--- config.mk ---
export PLATFORM = sky130hd
export DESIGN_NAME = mempool_dma_split_midend
export DESIGN_NICKNAME = d
export VERILOG_FILES = /design/src/rtl/mempool_dma_split_midend.sv
export SDC_FILE = /design/constraint.sdc
export NUM_CORES = 1
export LEC_CHECK = 0
export ABC_AREA = 1
export BUFFER_PORTS_ARGS = -buffer_cell sky130_fd_sc_hd__buf_2
export CAP_MARGIN = 20
export CORE_AREA = 3 3 162 196
export CTS_CLUSTER_SIZE = 20
export DETAILED_ROUTE_END_ITERATION = 10
export DIE_AREA = 0 0 165 199
export GPL_ROUTABILITY_DRIVEN = 0
export SLEW_MARGIN = 20
export SYNTH_ARGS = -nofsm -noshare
export SYNTH_HDL_FRONTEND = slang
export SYNTH_SLANG_ARGS = --single-unit
--- constraint.sdc ---
create_clock -name clk_i -period 10.65 [get_ports clk_i]
set_input_delay 3.195 -clock clk_i [delete_from_list [all_inputs] [get_ports clk_i]]
set_output_delay 3.195 -clock clk_i [all_outputs]
set_load 0.05 [all_outputs]
--- src/rtl/mempool_dma_split_midend.sv ---
// Splits one 1D DMA transfer into ChunkBytes-aligned destination chunks for a single
// iDMA backend, tracks chunks in flight and pulses one completion per original transfer.
module mempool_dma_split_midend #(
  parameter int unsigned AddrWidth      = 32,
  parameter int unsigned ChunkBytes     = 1024,
  parameter int unsigned MaxOutstanding = 4
) (
  input  logic                                  clk_i,
  input  logic                                  rst_i,
  input  logic                                  req_valid_i,
  output logic                                  req_ready_o,
  input  logic [AddrWidth-1:0]                  req_src_i,
  input  logic [AddrWidth-1:0]                  req_dst_i,
  input  logic [AddrWidth-1:0]                  req_num_bytes_i,
  output logic                                  be_valid_o,
  input  logic                                  be_ready_i,
  output logic [AddrWidth-1:0]                  be_src_o,
  output logic [AddrWidth-1:0]                  be_dst_o,
  output logic [AddrWidth-1:0]                  be_num_bytes_o,
  input  logic                                  be_trans_complete_i,
  output logic                                  trans_complete_o,
  output logic                                  idle_o,
  output logic [$clog2(MaxOutstanding+1)-1:0]   outstanding_o
);

  localparam int unsigned CntW = $clog2(MaxOutstanding + 1);
  localparam logic [AddrWidth-1:0] ChunkSize = AddrWidth'(ChunkBytes);
  localparam logic [AddrWidth-1:0] ChunkMask = AddrWidth'(ChunkBytes - 1);
  localparam logic [CntW-1:0]      MaxOut    = CntW'(MaxOutstanding);

  typedef enum logic [1:0] {
    S_IDLE,
    S_SPLIT,
    S_DRAIN,
    S_DONE
  } state_e;

  state_e               r_state;
  logic [AddrWidth-1:0] r_src;
  logic [AddrWidth-1:0] r_dst;
  logic [AddrWidth-1:0] r_rem;
  logic [CntW-1:0]      r_out;

  logic [AddrWidth-1:0] w_room;
  logic [AddrWidth-1:0] w_len;
  logic                 w_be_hs;
  logic                 w_dec;
  logic [CntW-1:0]      w_out_next;

  assign be_valid_o       = (r_state == S_SPLIT) && (r_out < MaxOut);
  assign req_ready_o      = (r_state == S_IDLE);
  assign trans_complete_o = (r_state == S_DONE);
  assign idle_o           = (r_state == S_IDLE) && (r_out == '0);
  assign be_src_o         = r_src;
  assign be_dst_o         = r_dst;
  assign be_num_bytes_o   = w_len;
  assign outstanding_o    = r_out;

  always_comb begin
    w_room  = ChunkSize - (r_dst & ChunkMask);
    w_len   = (r_rem < w_room) ? r_rem : w_room;
    w_be_hs = be_valid_o && be_ready_i;
    // a completion with nothing in flight is spurious and must not underflow
    w_dec   = be_trans_complete_i && (r_out != '0);
    case ({w_be_hs, w_dec})
      2'b10:   w_out_next = r_out + CntW'(1);
      2'b01:   w_out_next = r_out - CntW'(1);
      default: w_out_next = r_out;
    endcase
  end

  always_ff @(posedge clk_i) begin
    if (rst_i) begin
      r_state <= S_IDLE;
      r_src   <= '0;
      r_dst   <= '0;
      r_rem   <= '0;
      r_out   <= '0;
    end else begin
      r_out <= w_out_next;
      case (r_state)
        S_IDLE: begin
          if (req_valid_i) begin
            if (req_num_bytes_i != '0) begin
              r_src   <= req_src_i;
              r_dst   <= req_dst_i;
              r_rem   <= req_num_bytes_i;
              r_state <= S_SPLIT;
            end else begin
              r_state <= S_DONE;
            end
          end
        end
        S_SPLIT: begin
          if (w_be_hs) begin
            r_src <= r_src + w_len;
            r_dst <= r_dst + w_len;
            r_rem <= r_rem - w_len;
            if (w_len == r_rem) r_state <= S_DRAIN;
          end
        end
        S_DRAIN: begin
          if (w_out_next == '0) r_state <= S_DONE;
        end
        default: r_state <= S_IDLE;
      endcase
    end
  end

endmodule
==> results of run 1 <==
==> critical path, delay by kind of cell, from the launching register on <==
kind	cells	cell delay (ps)
DFF	1	330
xor gates and xnor gates	1	200
and+or+nand+nor	11	2750
adders and majority gates	1	290
buffers and inverters	4	570
==> path summary, 6_finish.rpt <==
path | to | slack (ps) | depth (start not counted)
worst min register to register | be_src_o[29] | 490 | 2
worst max-delay path | be_num_bytes_o[9] | 2940 | 17
worst min-delay path | be_src_o[29] | 490 | 2
worst max register to register | be_src_o[28] | 4550 | 29
==> metal layers <==
layer	global-route usage, %	wire (um)	part of all wire, %
met5	0	47	0.11
met4	7.80	1160	2.8
met3	4.17	2490	6.0
met2	42.6	19700	48
met1	31.3	18000	44
==> kinds of logic after synthesis <==
kind of cell | after synthesis
flops | 101
buf+inv | 399
compound gates | 271
other cells | 1
simple gates | 1240
xor+xnor | 37
fa+ha+maj | 93
==> cell type report <==
class	count	area (um^2)
clock buffer	10	239
multi-input combinational	1702	8260
clock inverter	6	77.6
sequential	101	2020
timing repair buffer	189	963
tap	396	495
inverter	320	1200
fill	3420	17000
==> Yosys cell counts (all sizes together) (7+ instances only) <==
cell type / number / share of area [%]
a211oi: 9 / 0.62
dfxtp: 101 / 17
nand3: 164 / 7.0
o21bai: 7 / 0.45
inv: 320 / 10
a21oi: 168 / 7.2
and2: 11 / 0.59
nor2: 253 / 8.2
buf: 45 / 2.6
nand2: 731 / 24
nand3b: 10 / 0.64
xnor2: 19 / 1.4
nand4: 28 / 1.5
ha: 89 / 9.5
or2: 11 / 0.59
nor3: 28 / 1.2
clkbuf: 34 / 1.1
xor2: 18 / 1.4
o21ai: 83 / 3.6
==> per-stage QoR <==
stage	hold WS, ps	worst slack [ps]	utilization, %	std cells	area [um^2]
after floorplan	458	4440	-	2202	11900
after CTS	490	2960	43.9	2724	13300
after global placement	472	3510	42.8	2708	12900
after global routing	511	2450	43.9	2724	13300
after detailed placement	477	3400	42.8	2708	12900
final	489	2940	43.9	2724	13300
==> flip-flops by register name, indices dropped and copies added (netlist names) <==
name and count:
be_dst_o 32, be_src_o 32, outstanding_o 3, r_rem 32, r_state 2
==> summary.md, run 1 <==
| Metric | Value |
|---|---|
| Layout area overhead | `13.6%` |
| Mapped Cells | `2142` |
| Antenna cells | `0` |
| Detailed-route DRC error count | `0` |
| Initial detailed-routing violation count | `~950` |
| TNS Setup | `0 ps` |
| Number of synthesized flops with an enable pin | `0` |
| Post-Syn Area | `0.0117 mm^2` |
| Nets | `2517` |
| Ys Warns | `0` |
| Most common cell after layout, fill and taps aside | `nand2_1` |
| DR vias | `13553` |
| Xor-xnor portion of the synthesized cell area | `approximately 2.8%` |
| Crit path cell chain | `inv_1, nand3_1, nor3_1, nand2_1, nor2_1, xor2_1, inv_1, ha_1, nand2_1, inv_1, nand4_1, nand2_1, nand4_1, nand2_1, nand2_1, nand2_1, buf_2` |
| Row count | `70` |
| Gr usage total | `between 20 and 25%` |
| CTS Buffer Depth | `2` |
| Hold_buf cts | `0` |
| Unrepaired setup endpoints after global routing | `no` |
| CP max stage cell | `nand2_1` |
| Vias in the first global route | `12398` |
| Async SR Flop Fraction | `0%` |
| Most frequent CP cell | `nand2_1` |
| WP data required | `7460 ps` |
| DRT Wirelength | `41500 um` |
| Crit share post-route | `around 72%` |
| CP max stage delay | `about 900 ps` |
| Layout cell share with drive strength beyond 1 | `9.66%` |
| Startpoint type of the worst setup path | `register` |
| Cts repair resizes | `0` |
| Post-Synth Simple-Gate Area | `43.5%` |
| Hold_sp | `be_src_o[29]` |
| Hold Path Class | `reg2reg` |
| Critical path arrival | `4520 ps` |
| Synth unique cells | `34` |
| # Post-CTS Setup Buffers | `0` |
| Max_slew headroom | `36.6%` |
| Min Tclk post-route | `7710 ps` |
| PortBufs | `182` |
| Clock-pin slew on the worst setup and hold paths | `90 ps` |
| Drt pass-1 iters | `6` |
| Synthesized flop and latch total | `101` |
| Main flop type after synthesis | `dfxtp_1` |
| Clock skew | `20.5 ps` |
| Post-DP HPWL | `33300 um` |
| Setup CP Type | `reg2out` |
| Max-slew violations | `0` |
| Core area | `0.0302 mm^2` |
| Largest family of logic cells by synthesized area | `simple AND/OR/NAND/NOR gates` |
| Wire per inst | `15.2 um` |
| Syn Area/Cell | `5.45 um^2` |
| Die Span X | `~170 um` |
| Adder-cell share of the synthesized area | `a little over 10%` |
| CTS tree | `done` |
| Reg-to-reg critical path startpoint | `be_dst_o[1]` |
| Sequential element share of the synthesized area | `roughly 17%` |
| H-Tree Depth | `3` |
| Largest net degree at the start of global routing | `86` |
| Root Buffer | `clkbuf_16` |
| Status | `complete, no violations` |
| Most frequent cells in the layout | `nand2_1, inv_1, nor2_1` |
| Final ANT Viol Nets | `0` |
| Complex-gate fraction of the synthesized area | `12.2%` |
| Grt ovf | `0` |
| Crit Path Max Fanout | `22` |
| First-pass GRT wire length | `64100 um` |
| Multiplexer share of the synthesized area | `0%` |
| Fmax | `0.130 GHz` |
| Max Cap Viol | `0` |
| Die Height | `199 um` |
| Setup-failing EPs final | `0` |
| Worst setup EP type | `output port` |
| CTS Buf Count | `9` |
| Fin. Hold Viols | `0` |
| Die area | `0.0328 mm^2` |
| Ports | `204` |
| Beginning of the critical path | `be_dst_o[1]` |
| Slew @ Worst Pin | `between 900 and 1000 ps` |
| Initial Util | `38.6%` |
| Initial antenna violation count | `3` |
| Vias/cell | `4.98` |
| Sink Count | `101` |
| Worst-Skew Late Latency | `roughly 380 ps` |
Power of run 1 is not shown: default switching activity piles up to over one toggle a cycle in this logic, so the estimate is an artifact.
==> run 2, diff against run 1 <==
==> constraint.sdc (replaced) <==
create_clock -name clk_i -period 6.94 [get_ports clk_i]
set_input_delay 2.082 -clock clk_i [delete_from_list [all_inputs] [get_ports clk_i]]
set_output_delay 2.082 -clock clk_i [all_outputs]
set_load 0.05 [all_outputs]
==> summary.md, run 2 (synthesized netlist as in run 1, its figures left out) <==
| Metric | Value |
|---|---|
| H-Tree Depth | `3 (unchanged)` |
| Status | `complete, no violations` |
| Drt pass-1 iters | `6 (unchanged)` |
| DRT Wirelength | `41300 um (-0.25%)` |
| Min Tclk post-route | `6080 ps` |
| Crit share post-route | `87.7%` |
| Fillers | `3371 (-1.4%)` |
| Vias in the first global route | `12811 (+3.3%)` |
| Most frequent CP cell | `nand2_1` |
| CTS tree | `done` |
| Setup-failing EPs final | `0 (unchanged)` |
| Initial antenna violation count | `1 (-2)` |
| Layout cell share with drive strength beyond 1 | `9.66% (unchanged)` |
| Worst reg2reg endpoint | `r_rem[12]` |
| Hold path depth | `2 (unchanged)` |
| TNS Setup | `0 ps (unchanged)` |
| Nets | `2517 (unchanged)` |
| WP data required | `4860 ps (-2600 ps)` |
| Worst path top cell family by delay | `simple AND/OR/NAND/NOR gates` |
| Vias/cell | `5.03 (+1.0%)` |
| Hold_buf cts | `0 (unchanged)` |
| Gr usage total | `24.8% (+0.039 points)` |
| Clock skew | `14.1 ps (-6.39 ps)` |
| Crit path depth | `18 (+1)` |
| R2r setup slk | `1600 ps (-2950 ps)` |
| CP max stage cell | `nand2_1` |
| Grt ovf | `0 (unchanged)` |
| Slew @ Worst Pin | `953 ps (+0.967 ps)` |
| Crit Path Max Fanout | `22 (unchanged)` |
| Worst-Skew Late Latency | `380 ps (about the same)` |
| Fin. Hold Viols | `0 (unchanged)` |
| Setup CP Type | `reg2out` |
| Worst setup EP type | `output port` |
| CP max stage delay | `470 ps (-420 ps)` |
| Crit path cell chain | `inv_1, ha_1, nand3_1, nor2_1, nand2_1, nor3_1, nand3_1, ha_1, nand2_1, inv_1, nand3_1, nand3_1, a211oi_2, buf_4, nand2_1, nand2_1, nand2_1, buf_2` |
| Core area | `0.0302 mm^2 (unchanged)` |
| CTS Buf Count | `9 (unchanged)` |
| Critical path arrival | `4000 ps (-520 ps)` |
| DR vias | `13693 (+1.0%)` |
| Multi-input combinational cell area | `0.00826 mm^2 (unchanged)` |
| Final ANT Viol Nets | `0 (unchanged)` |
| Initial Util | `38.6% (unchanged)` |
| Most common cell after layout, fill and taps aside | `nand2_1` |
| Die Span X | `165 um (unchanged)` |
| CP bufs+invs | `4 (unchanged)` |
| Antenna cells | `0 (unchanged)` |
| Unrepaired setup endpoints after global routing | `no` |
| Max_slew headroom | `36.5% (-0.065 points)` |
| Largest net degree at the start of global routing | `150 (+74%)` |
| Hold Path Sink | `r_rem[21]` |
| # Post-CTS Setup Buffers | `0 (unchanged)` |
| Cts repair resizes | `0 (unchanged)` |
| Sink Count | `101 (unchanged)` |
| PortBufs | `182 (unchanged)` |
| Hold Path Class | `reg2reg` |
| Fmax | `between 0.15 and 0.2 GHz` |
| Initial detailed-routing violation count | `917 (-3.2%)` |
| Startpoint type of the worst setup path | `register` |
| Detailed-route DRC error count | `0 (unchanged)` |
| Clock-pin slew on the worst setup and hold paths | `80 ps (about the same)` |
| Most frequent cells in the layout | `nand2_1, inv_1, nor2_1` |
| Reg area | `0.00202 mm^2 (unchanged)` |
| Root Buffer | `clkbuf_16` |
| Reg-to-reg critical path startpoint | `be_dst_o[1]` |
| Max-slew violations | `0 (unchanged)` |
| Max Cap Viol | `0 (unchanged)` |
| Die Height | `199 um (unchanged)` |
| Die area | `0.0328 mm^2 (unchanged)` |
| Util after Layout | `43.9% (about the same)` |
| Post-DP HPWL | `32700 um (-1.7%)` |
| CTS Buffer Depth | `2 (unchanged)` |
| Row count | `70 (unchanged)` |
| Ports | `204 (unchanged)` |
| Layout area overhead | `13.7% (about the same)` |
| Hold_sp | `r_rem[21]` |
| Min Hold Slack | `485 ps (-3.96 ps)` |
| R2R cell count | `28 (-3.4%)` |
| Wire per inst | `15.2 um (-0.25%)` |
| First-pass GRT wire length | `64900 um (+1.2%)` |
-- run 2: cell types whose count changed in the layout (fill, tap and decap cells not counted) --
cell,delta
clkinv_4,-1
clkbuf_8,-1
clkinvlp_4,+2
inv_8,-1
buf_12,+1
buf_4,-1
inv_6,+1
-- run 2: layout make-up --
| type | count | area share, % |
|---|---|---|
| multi-input combinational | 1702 | 62.3 |
| tap | 396 | 3.74 |
| inverter | 320 | 9.06 |
| clock inverter | 7 | 0.613 |
| clock buffer | 9 | 1.70 |
| timing repair buffer | 189 | 7.36 |
| sequential | 101 | 15.3 |
-- run 2: per-stage QoR --
stage / worst slack [ps] / instance area (um^2) / std cells
6_report: 857 / 13300 / 2724
5_1_grt: 515 / 13300 / 2724
4_1_cts: 878 / 13300 / 2724
3_5_place_dp: 1290 / 13000 / 2708
3_3_place_gp: 1400 / 13000 / 2708
2_1_floorplan: 1840 / 11900 / 2202
-- run 2: worst min-delay path, cell delays in order (launching register included) --
cell     delay (ps)
dfxtp_1         330
nand2_1          60
a21oi_1          50
-- run 2: how the worst max path moves through the flow --
stage / from / to / slack, ps
detailed placement: be_dst_o[1] / be_num_bytes_o[10] / 1290
global route: be_dst_o[1] / be_num_bytes_o[10] / 510
CTS: be_dst_o[1] / be_num_bytes_o[10] / 880
global placement: be_dst_o[1] / be_num_bytes_o[10] / 1400
floorplan: be_dst_o[1] / be_num_bytes_o[0] / 1840
finish: be_dst_o[1] / be_num_bytes_o[10] / 860
-- run 2: metal layers --
metal | track usage [%] | wire length, um
met1 | 31.7 | 18200
met2 | 42.5 | 19200
met5 | 0 | 13
met3 | 3.00 | 2400
met4 | 9.07 | 1470
Power of run 2 is left out for the same reason.
